## config.mk

```make
export PLATFORM = sky130hd
export DESIGN_NAME = floppy_byte_gen
export DESIGN_NICKNAME = d
export VERILOG_FILES = /design/src/rtl/floppy_byte_gen.sv
export SDC_FILE = /design/constraint.sdc
export NUM_CORES = 1
export LEC_CHECK = 0
export ABC_AREA = 1
export BUFFER_PORTS_ARGS = -buffer_cell sky130_fd_sc_hd__buf_2
export CAP_MARGIN = 40
export CORE_AREA = 2 2 99 101
export DETAILED_ROUTE_END_ITERATION = 16
export DIE_AREA = 0 0 101 103
export GPL_ROUTABILITY_DRIVEN = 0
export PLACE_DENSITY = 0.69
export SLEW_MARGIN = 10
export SYNTH_ARGS = -nofsm -noshare
export SYNTH_HDL_FRONTEND = slang
export SYNTH_SLANG_ARGS = --single-unit
```

## constraint.sdc

```tcl
create_clock -name clk -period 2.5 [get_ports clk]
set_input_delay 0.25 -clock clk [delete_from_list [all_inputs] [get_ports clk]]
set_output_delay 0.25 -clock clk [all_outputs]
set_load 0.05 [all_outputs]
```

## src/rtl/floppy_byte_gen.sv

```systemverilog
`timescale 1ns / 1ps
// -----------------------------------------------------------------------------
// floppy_byte_gen
//
// Turns the virtual floppy drive's byte clock and gap/header/data framing into
// the serial byte stream seen by the FDC read path. It builds the 6-byte ID
// field, streams sector payload from the disk-image sector buffer, appends the
// data-field CRC and fills everything else with the gap byte.
//
// Optional feature (macro FLOPPY_BYTE_GEN_CRC_ERR_EN): adds input crc_err.
// When crc_err is high at the first CRC byte of a field, the low CRC byte of
// that field is emitted with bit 0 inverted. The internal CRC is not altered.
//
// Ports:
//   clk          system clock
//   reset        asynchronous, active-high reset
//   dclk_en      byte clock enable from the drive (>= 4 clk apart)
//   ready        drive ready; low forces the stream idle
//   track        track under head
//   side         head select
//   sector       sector under head
//   sector_hdr   ID field passing head
//   sector_data  data field passing head
//   size_code    ID size code (0=128 .. 3=1024)
//   buf_addr     byte address into the sector buffer
//   buf_sector   sector number being fetched
//   buf_rd       one-clk read strobe; buf_data valid the following clk
//   buf_data     sector buffer read data
//   crc_err      (optional) corrupt the low CRC byte of the current field
//   byte_out     current byte under head
//   byte_strobe  one-clk pulse, byte_out valid
//   byte_is_hdr  byte_out belongs to the ID field (including its CRC)
//   byte_is_data byte_out is payload
//   byte_is_crc  byte_out is a CRC byte (ID or data)
//   crc          running CRC-16/CCITT of the current field
// -----------------------------------------------------------------------------
module floppy_byte_gen #(
  parameter logic [7:0]  GAP_BYTE   = 8'h4E,
  parameter logic [15:0] CRC_PRESET = 16'hCDB4,
  parameter logic [7:0]  ID_MARK    = 8'hFE,
  parameter logic [7:0]  DATA_MARK  = 8'hFB
) (
  input  logic        clk,
  input  logic        reset,
  input  logic        dclk_en,
  input  logic        ready,
  input  logic [6:0]  track,
  input  logic        side,
  input  logic [4:0]  sector,
  input  logic        sector_hdr,
  input  logic        sector_data,
  input  logic [1:0]  size_code,
  output logic [9:0]  buf_addr,
  output logic [4:0]  buf_sector,
  output logic        buf_rd,
  input  logic [7:0]  buf_data,
`ifdef FLOPPY_BYTE_GEN_CRC_ERR_EN
  input  logic        crc_err,
`endif
  output logic [7:0]  byte_out,
  output logic        byte_strobe,
  output logic        byte_is_hdr,
  output logic        byte_is_data,
  output logic        byte_is_crc,
  output logic [15:0] crc
);

  typedef enum logic [1:0] {ST_GAP, ST_HDR, ST_DATA, ST_DCRC} state_t;

  // CRC-16/CCITT, polynomial 0x1021, MSB first, one whole byte per call.
  function automatic logic [15:0] crc_byte(input logic [15:0] c_in, input logic [7:0] d);
    logic [15:0] c;
    c = c_in;
    for (int i = 7; i >= 0; i--) begin
      if (c[15] ^ d[i]) c = {c[14:0], 1'b0} ^ 16'h1021;
      else              c = {c[14:0], 1'b0};
    end
    return c;
  endfunction

  // Field seeds: preset (three A1 syncs already folded) plus the address mark.
  localparam logic [15:0] ID_SEED   = crc_byte(CRC_PRESET, ID_MARK);
  localparam logic [15:0] DATA_SEED = crc_byte(CRC_PRESET, DATA_MARK);

  state_t      state_q, state_n;
  logic [2:0]  idx_q, idx_n;         // next ID-field byte to emit (1..5)
  logic [15:0] crc_q, crc_n;
  logic [7:0]  byte_q, byte_n;
  logic        hdr_q, hdr_n;
  logic        data_q, data_n;
  logic        crcf_q, crcf_n;
  logic        strobe_q, strobe_n;
  logic        rd_q, rd_n;
  logic        rd_d_q;               // buf_rd delayed: buf_data is valid now
  logic [9:0]  addr_q, addr_n;
  logic [4:0]  sec_q, sec_n;
  logic        hdr_prev_q, hdr_prev_n;
  logic        err_q, err_n;         // corrupt the coming low CRC byte
  logic [7:0]  pf_q;                 // prefetched payload byte
  logic        hdr_rise;
  logic        start_hdr;
  logic        err_in;

`ifdef FLOPPY_BYTE_GEN_CRC_ERR_EN
  assign err_in = crc_err;
`else
  assign err_in = 1'b0;
`endif

  // A header starts only on a rising sector_hdr, so a header window that is
  // already under way when ready returns is not emitted half-formed.
  assign hdr_rise = sector_hdr & ~hdr_prev_q;

  // NOTE: every signal written here gets a default first, so no path leaves
  // one unassigned and no latch is inferred.
  always_comb begin
    state_n    = state_q;
    idx_n      = idx_q;
    crc_n      = crc_q;
    byte_n     = byte_q;
    hdr_n      = hdr_q;
    data_n     = data_q;
    crcf_n     = crcf_q;
    strobe_n   = 1'b0;
    rd_n       = 1'b0;
    addr_n     = addr_q;
    sec_n      = sec_q;
    hdr_prev_n = hdr_prev_q;
    err_n      = err_q;
    start_hdr  = 1'b0;

    if (dclk_en) hdr_prev_n = sector_hdr;

    if (!ready) begin
      state_n = ST_GAP;
      byte_n  = GAP_BYTE;
      hdr_n   = 1'b0;
      data_n  = 1'b0;
      crcf_n  = 1'b0;
    end else if (dclk_en) begin
      strobe_n = 1'b1;
      byte_n   = GAP_BYTE;
      hdr_n    = 1'b0;
      data_n   = 1'b0;
      crcf_n   = 1'b0;

      case (state_q)
        ST_GAP: begin
          if (hdr_rise) start_hdr = 1'b1;
        end

        ST_HDR: begin
          if (!sector_hdr) begin
            state_n = ST_GAP;           // truncated ID field
          end else begin
            hdr_n = 1'b1;
            idx_n = idx_q + 3'd1;
            case (idx_q)
              3'd1: begin
                byte_n = {7'b0, side};
                crc_n  = crc_byte(crc_q, {7'b0, side});
              end
              3'd2: begin
                byte_n = {3'b0, sector};
                crc_n  = crc_byte(crc_q, {3'b0, sector});
              end
              3'd3: begin
                byte_n = {6'b0, size_code};
                crc_n  = crc_byte(crc_q, {6'b0, size_code});
              end
              3'd4: begin
                byte_n = crc_q[15:8];
                crcf_n = 1'b1;
                err_n  = err_in;
              end
              3'd5: begin
                byte_n = crc_q[7:0] ^ {7'b0, err_q};
                crcf_n = 1'b1;
                if (sector_data) begin
                  // Latch the sector and issue the byte-0 prefetch now.
                  state_n = ST_DATA;
                  crc_n   = DATA_SEED;
                  sec_n   = sector;
                  addr_n  = '0;
                  rd_n    = 1'b1;
                end else begin
                  state_n = ST_GAP;
                end
              end
              default: begin
                hdr_n   = 1'b0;
                state_n = ST_GAP;
              end
            endcase
          end
        end

        ST_DATA: begin
          if (sector_data) begin
            byte_n = pf_q;
            data_n = 1'b1;
            crc_n  = crc_byte(crc_q, pf_q);
            addr_n = addr_q + 10'd1;
            rd_n   = 1'b1;
          end else begin
            state_n = ST_DCRC;
            byte_n  = crc_q[15:8];
            crcf_n  = 1'b1;
            err_n   = err_in;
          end
        end

        ST_DCRC: begin
          if (hdr_rise) begin
            start_hdr = 1'b1;           // header wins over the low CRC byte
          end else begin
            byte_n  = crc_q[7:0] ^ {7'b0, err_q};
            crcf_n  = 1'b1;
            state_n = ST_GAP;
          end
        end

        default: state_n = ST_GAP;
      endcase

      if (start_hdr) begin
        state_n = ST_HDR;
        idx_n   = 3'd1;
        byte_n  = {1'b0, track};
        hdr_n   = 1'b1;
        data_n  = 1'b0;
        crcf_n  = 1'b0;
        crc_n   = crc_byte(ID_SEED, {1'b0, track});
      end
    end
  end

  // NOTE: state registers use non-blocking assignments so every flop samples
  // the pre-edge values, independent of statement order.
  always_ff @(posedge clk or posedge reset) begin
    if (reset) begin
      state_q    <= ST_GAP;
      idx_q      <= '0;
      crc_q      <= CRC_PRESET;
      byte_q     <= GAP_BYTE;
      hdr_q      <= 1'b0;
      data_q     <= 1'b0;
      crcf_q     <= 1'b0;
      strobe_q   <= 1'b0;
      rd_q       <= 1'b0;
      rd_d_q     <= 1'b0;
      addr_q     <= '0;
      sec_q      <= '0;
      hdr_prev_q <= 1'b0;
      err_q      <= 1'b0;
      pf_q       <= '0;
    end else begin
      state_q    <= state_n;
      idx_q      <= idx_n;
      crc_q      <= crc_n;
      byte_q     <= byte_n;
      hdr_q      <= hdr_n;
      data_q     <= data_n;
      crcf_q     <= crcf_n;
      strobe_q   <= strobe_n;
      rd_q       <= rd_n;
      rd_d_q     <= rd_q;
      addr_q     <= addr_n;
      sec_q      <= sec_n;
      hdr_prev_q <= hdr_prev_n;
      err_q      <= err_n;
      if (rd_d_q) pf_q <= buf_data;
    end
  end

  assign buf_addr     = addr_q;
  assign buf_sector   = sec_q;
  assign buf_rd       = rd_q;
  assign byte_out     = byte_q;
  assign byte_strobe  = strobe_q;
  assign byte_is_hdr  = hdr_q;
  assign byte_is_data = data_q;
  assign byte_is_crc  = crcf_q;
  assign crc          = crc_q;

endmodule

```

Yosys cells after proc, flatten, opt, wreduce, memory -nomap -nowiden

Index checks and enable logic that the tools add are counted.

Bits in latches: 0
Memories: 0
Register bits: 60
Memory bits (writable): 0
Bits of input ports: 29
Memory bits (read-only): 0
Logic and storage cells: 373
Output and inout bits: 44

Multiply operators: 0
Bitwise operators: 62
Muxes and demuxes: 256
Add/subtract/negate cells: 2
Divide/modulo/power cells: 0
Order comparisons: 0
Reductions and logical operators: 15
Eq/ne operators: 23
Shift-type cells: 0

Operators with widths:

| cell                                                                    | count |
|---|---|
| 16-bit two-way mux                                                      | 158 |
| 13-bit two-way mux                                                      | 37 |
| 3-bit inverter                                                          | 36 |
| 16-bit case mux with 4 select lines                                     | 1 |
| 8-bit two-way mux                                                       | 6 |
| 10-bit two-way mux                                                      | 4 |
| 8-bit case mux with 5 select lines                                      | 1 |
| 16-bit case mux with 2 select lines                                     | 1 |
| 1-bit two-way mux                                                       | 31 |
| 8-bit case mux with 3 select lines                                      | 1 |
| 1-bit XOR                                                               | 23 |
| 10-bit case mux with 2 select lines                                     | 1 |
| 2-bit two-way mux                                                       | 7 |
| 7-bit AND reduction                                                     | 2 |
| 2-bit inequality test, second input constant                            | 6 |
| 4-bit inequality test, second input constant                            | 3 |
| 6-bit AND reduction                                                     | 2 |
| 10-bit by 1-bit adder with 10-bit output, second input constant         | 1 |
| 3-bit two-way mux                                                       | 3 |
| 8-bit by 1-bit XOR with 8-bit output                                    | 1 |
| 3-bit by 2-bit equality test with 1-bit output, second input constant   | 2 |
| 3-bit equality test, second input constant                              | 2 |
| 3-bit inequality test, second input constant                            | 2 |
| 6-bit by 3-bit inequality test with 1-bit output, second input constant | 1 |
| other kinds (21)                                                        | 26 |

Longest topological paths before layout

Depth in word-level cells: 55
Depth in mapped cells: 14
Depth with buffers taken out: 13

Worst setup path before layout

No wires, ideal clock.

Path type: register to register
From: register crc_q[14] (netlist: crc[14])
To: register crc_q[14] (netlist: crc[14])
Arrival: 1.800 ns
Setup time: 0.068 ns
Required time: 2.432 ns
Period minus slack after synthesis: 1.868 ns
Setup slack: 0.632 ns
Path buffers: 1
Stages on the path, launching flop included: 10
Path through: dfstp_2 buf_2 inv_1 nand2_1 nand2_1 xor2_1 or2_1 nand4_1 nand3_1 a21oi_2

Longest elaborated chain between the ends: 42
Elaborated cells between the ends (all ways): 149
Those cells by class: mux: 146; bitwise: 3

RTL lines:

| item                                  | RTL line | RTL |
|---|---|---|
| start, declared                       | 87       | `logic [15:0] crc_q, crc_n;` |
| start signal, assigned                | 260      | `crc_q <= crc_n;` |
| 16-bit two-way mux                    | 158      | `case (idx_q)` |
| 16-bit two-way mux                    | 153      | `if (!sector_hdr) begin` |
| 16-bit two-way mux                    | 147      | `case (state_q)` |
| 16-bit two-way mux                    | 140      | `end else if (dclk_en) begin` |
| 16-bit two-way mux                    | 134      | `if (!ready) begin` |
| 13-bit two-way mux                    | 75       | `if (c[15] ^ d[i]) c = {c[14:0], 1'b0} ^ 16'h1021;` |
| 16-bit two-way mux                    | 158      |  |
| 16-bit two-way mux                    | 153      |  |
| [... 26 more ...]                     | -        |  |
| 16-bit two-way mux                    | 153      |  |
| 16-bit two-way mux                    | 147      |  |
| 16-bit two-way mux                    | 140      |  |
| 16-bit two-way mux                    | 134      |  |
| 16-bit case mux with 4 select lines   | 158      |  |
| 16-bit two-way mux                    | 153      |  |
| 16-bit case mux with 2 select lines * | 147      |  |
| 16-bit two-way mux *                  | 226      | `if (start_hdr) begin` |

Every way passes the cells marked *; elsewhere a longest branch is shown, timed or not. The select of a mux whose other input is x is not followed.
A chain may end at the register's enable or synchronous reset.

Worst setup path in the final report

From: register idx_q[0]
To: register crc_q[1] (netlist: crc[1])

Longest elaborated chain between the ends: 5
Elaborated cells between the ends (all ways): 11
Those cells by class: eq/ne: 6; mux: 4; reduce/logical: 1

RTL lines:

| item                                              | RTL line | RTL |
|---|---|---|
| start, declared                                   | 86       | `logic [2:0] idx_q, idx_n;` |
| start signal, assigned                            | 259      | `idx_q <= idx_n;` |
| 3-bit equality test, or another cell as far along | 158      |  |
| 16-bit case mux with 4 select lines               | 158      |  |
| 16-bit two-way mux                                | 153      |  |
| 16-bit case mux with 2 select lines               | 147      |  |
| 16-bit two-way mux                                | 226      |  |

Several ways; a longest one is shown, not always the timed one. The select of a mux whose other input is x is not followed.

==> summary by stage <==
Floorplan
In this run the count of I/O pins placed on the die edge is 73. The number of standard-cell rows in the floorplan is 36. From bottom edge to top edge, the die measures approximately 100 um. The floorplan step set the die width to ~100 um. The initial standard-cell utilization of the core is a little under half. The region available for standard cell placement spans 9459 um^2. The die covers between 10000 and 15000 um^2.

STA
For the final database, setup skew stands at between 0.01 and 0.015 ns. Setup repair after global routing left no endpoint under its margin. The total negative setup slack is 0 ns.

Based on the critical path, the design can be clocked at up to roughly 460 MHz. Setup violations remaining at the end of the flow were counted as 0. The smallest hold slack is ~0.10 ns. The final max-slew violation count was 0. The final critical path takes up between 80 and 90% of the cycle. The actual slew at the worst max-slew pin is between 0.6 and 0.7 ns. The final worst-path setup slack is 0.3355 ns.

The smallest clock period supported by the final layout is computed as 2.164 ns. The worst relative slew slack is between 50% and 60%. The final number of hold-violating endpoints is 0.

Finish
Of the cells placed in the final design, the portion with a size suffix greater than 1 is around a fifth. The count of inserted antenna diode cells is 0. Compared with the post-synthesis result, the final layout area differs by 14.77%.

In the final design database the tool counted ~730 nets. The count of filler cells inserted in the layout is roughly 940.

Worst setup path
For this run, the slowest stage of the critical path takes 0.41 ns. Data on the critical path is required at its endpoint by between 2 and 3 ns. The worst setup path is of the register to register kind.

In this run the worst path has a maximum fanout of 14. STA classifies the critical path endpoint as a register. The data arrival at the endpoint of the critical path is 2.41 ns.

The sum of buffers and inverters on the critical path is 2. The element type at the critical path start is a register. Traced cell by cell, the critical path runs through ha_1 -> ha_1 -> inv_1 -> nand2_1 -> o32ai_1 -> nand2_1 -> nand2_2 -> inv_2 -> nor2_1 -> a21oi_2. The highest-delay cell along the critical path is dfrtp_1. Grouping stages by cell kind, the critical path spends the most delay in simple AND/OR/NAND/NOR gates.

Global routing
The busiest layer in global routing is met2. Global routing consumed, on the met1 layer, 34.03% of the routing resources. The first-pass GRT wire length is about 21000 um.

In the global route stage, overall resource usage came out at between 20% and 30%. The number of global-route vias before repair is about 4.2k. Global routing consumed, on the met3 layer, under 10% of the routing resources. The sum of overflow across all layers after global routing is 0. The initial antenna violation count is 0. The largest net degree at the start of global routing is 29. Global routing used approximately two fifths of the available met2 tracks.

Logic synthesis
The top-area cell type share of the netlist area is around a quarter. By area the synthesized netlist is led by dfrtp_1 (26%), nand2_1 (14%), dfstp_2 (7.8%). The cell count after synthesis came out at 610.

The post-synth net total is between 600 and 700. The largest area contributor in the netlist is dfrtp_1. The synthesized design contains slightly below 60 register bits. Of the synthesized area, sequential elements account for around a third. During synthesis, Yosys emitted a total of 0 warnings. Synthesis instantiated around 50 different standard cells from the library.

The post-synthesis cell area is between 4000 and 5000 um^2. In this run the mean area of a mapped cell was roughly 7.2 um^2.

Worst hold path
The tightest min-delay check is of the primary input to register type.

Clock network
The number of clock buffers added by TritonCTS is 9. Post-CTS timing repair inserted 0 buffers for setup. Clock-pin slew was measured on the worst setup and hold paths at around 0.070 ns. The root buffer cell is clkbuf_8. The H-tree depth reported by CTS is 3. The clock latency on the worst-skew pair is 0.36 ns. In this run the deepest clock path goes through 2 buffers. The tree built by TritonCTS fans out to 59 sinks. The TritonCTS clock tree is done.

Drt
The number of DRC markers in iteration 0 is about 330. The detail route stage leaves a number of antenna-violating nets equal to 0. The routed length per instance is between 15 and 20 um. The count of TritonRoute iterations in the first routing pass is 5. The routed layout has around 4.5k vias. The total wire length is 13360 um. After detailed routing, the number of vias per cell comes to between 5 and 6. The post-route DRC violation count is 0.

Place
OpenSTA, run right after detailed placement, puts the worst setup slack at approximately 0.27 ns. Summed over all nets, the half-perimeter wirelength after detailed placement is ~10000 um. The count of port buffers added during placement is 72.

Run status
The flow ran to the end, and the final reports show no timing, DRC or antenna violations.

Run
The number of max-cap violations is 0.

Pwr
In this run the power density over the cells is 1220 nW/um^2. The analysis attributes to cell leakage a power of between 2 and 3 nW. VDD sags by at most 0.4680 mV.
flip-flops by register name, indices dropped and copies added, names as in the netlist:
name / flops
idx_q: 3
buf_addr: 10
hdr_prev_q: 1
byte_strobe: 1
pf_q: 8
buf_rd: 1
buf_sector: 5
byte_is_hdr: 1
state_q: 2
byte_is_data: 1
crc: 16
rd_d_q: 1
byte_is_crc: 1
byte_out: 8
worst paths after layout:
kind	startpoint	to	slack (ns)	cells after the start
worst max-delay path	idx_q[0]	crc[1]	0.34	10
worst min-delay path	buf_data[0]	pf_q[0]	0.10	3
worst max register to register	idx_q[0]	crc[1]	0.34	10
worst min register to register	buf_rd	rd_d_q	0.39	0
max in group asynchronous	reset	byte_out[1]	1.21	4
min in group asynchronous	reset	buf_addr[3]	0.53	3
stage by stage:
step           util (%)  cells  power (mW)  instance area [um^2]
6_report          53.15    806       6.134                  5027
5_1_grt           53.15    806       6.562                  5027
4_1_cts           53.12    806       6.070                  5025
3_5_place_dp      51.31    789       5.306                  4853
3_3_place_gp      51.31    789       5.221                  4853
2_1_floorplan         -    610       4.413                  4380
worst reg2reg max path, cell delays in order (launching register included):
cell	delay [ns]
dfrtp_1	0.41
ha_1	0.25
ha_1	0.21
inv_1	0.12
nand2_1	0.09
o32ai_1	0.23
nand2_1	0.10
nand2_2	0.25
inv_2	0.19
nor2_1	0.16
a21oi_2	0.04
layout make-up:
| class | count | area (um^2) | area share (%) |
|---|---|---|---|
| clock buffers | 11 | 131.4 | 2.613 |
| inverters | 80 | 302.8 | 6.023 |
| repair buffers | 82 | 437.9 | 8.711 |
| well taps | 114 | 142.6 | 2.837 |
| flip-flops and latches | 59 | 1493 | 29.69 |
| multi-input cells | 455 | 2490 | 49.53 |
| clock inverters | 5 | 30.03 | 0.5973 |
metal layers:
metal,up-vias,wire length (um)
met5,-,0
met4,0,607
met3,51,1319
met2,251,5923
met1,2076,5514
li1,2167,-
cells by family after synthesis:
logic type,after synthesis,synth area share (%)
flip-flops,59,34.08
multiplexers,4,1.028
AND/OR/NAND/NOR,279,28.11
buffers and inverters,96,9.140
AO/OA/AOI/OAI,132,18.28
XOR/XNOR,28,5.941
adder cells (fa/ha/maj),12,3.428
what timing repair did:
action / in CTS / in global routing
setup endpoints to repair: 0 / 2
hold buffers: 1 / 0
resized for setup: 0 / 1
endpoints found under the hold margin: 8 / 0
cells in the mapped netlist (all sizes together):
| library cell | number |
|---|---|
| a32oi | 1 |
| nand2 | 164 |
| dfrtp | 46 |
| or2 | 3 |
| a41oi | 2 |
| xnor2 | 15 |
| nor2 | 50 |
| a21oi | 37 |
| o22ai | 12 |
| nor4 | 1 |
| o221ai | 1 |
| nor3b | 1 |
| nand4 | 7 |
| a31oi | 2 |
| clkinv | 1 |
| ha | 12 |
| o21ai | 56 |
| a22oi | 1 |
| o21a | 2 |
| nor3 | 6 |
| o32ai | 1 |
| o211ai | 10 |
| o31ai | 2 |
| a21boi | 1 |
| nand3 | 45 |
| mux2 | 4 |
| dfstp | 13 |
| buf | 14 |
| o2111ai | 3 |
| xor2 | 13 |
| inv | 79 |
| clkbuf | 2 |
| a211oi | 1 |
| nand3b | 2 |
power by group:
| part | switching (mW) | internal, mW |
|---|---|---|
| clock | 0.407 | 0.354 |
| sequential | 0.455 | 1.25 |
| combinational | 2.56 | 1.11 |
cell usage in the layout, fill, tap and decap left out, types with 13 or more instances in the layout:
cell and instances:
nand3_1 42, dfrtp_1 46, xor2_1 13, o21ai_0 55, a21oi_1 29, dfstp_2 13, buf_2 72, nand2_1 163
xnor2_1 13, inv_1 72, nor2_1 42
No activity file was read; power rests on OpenSTA's default activity.
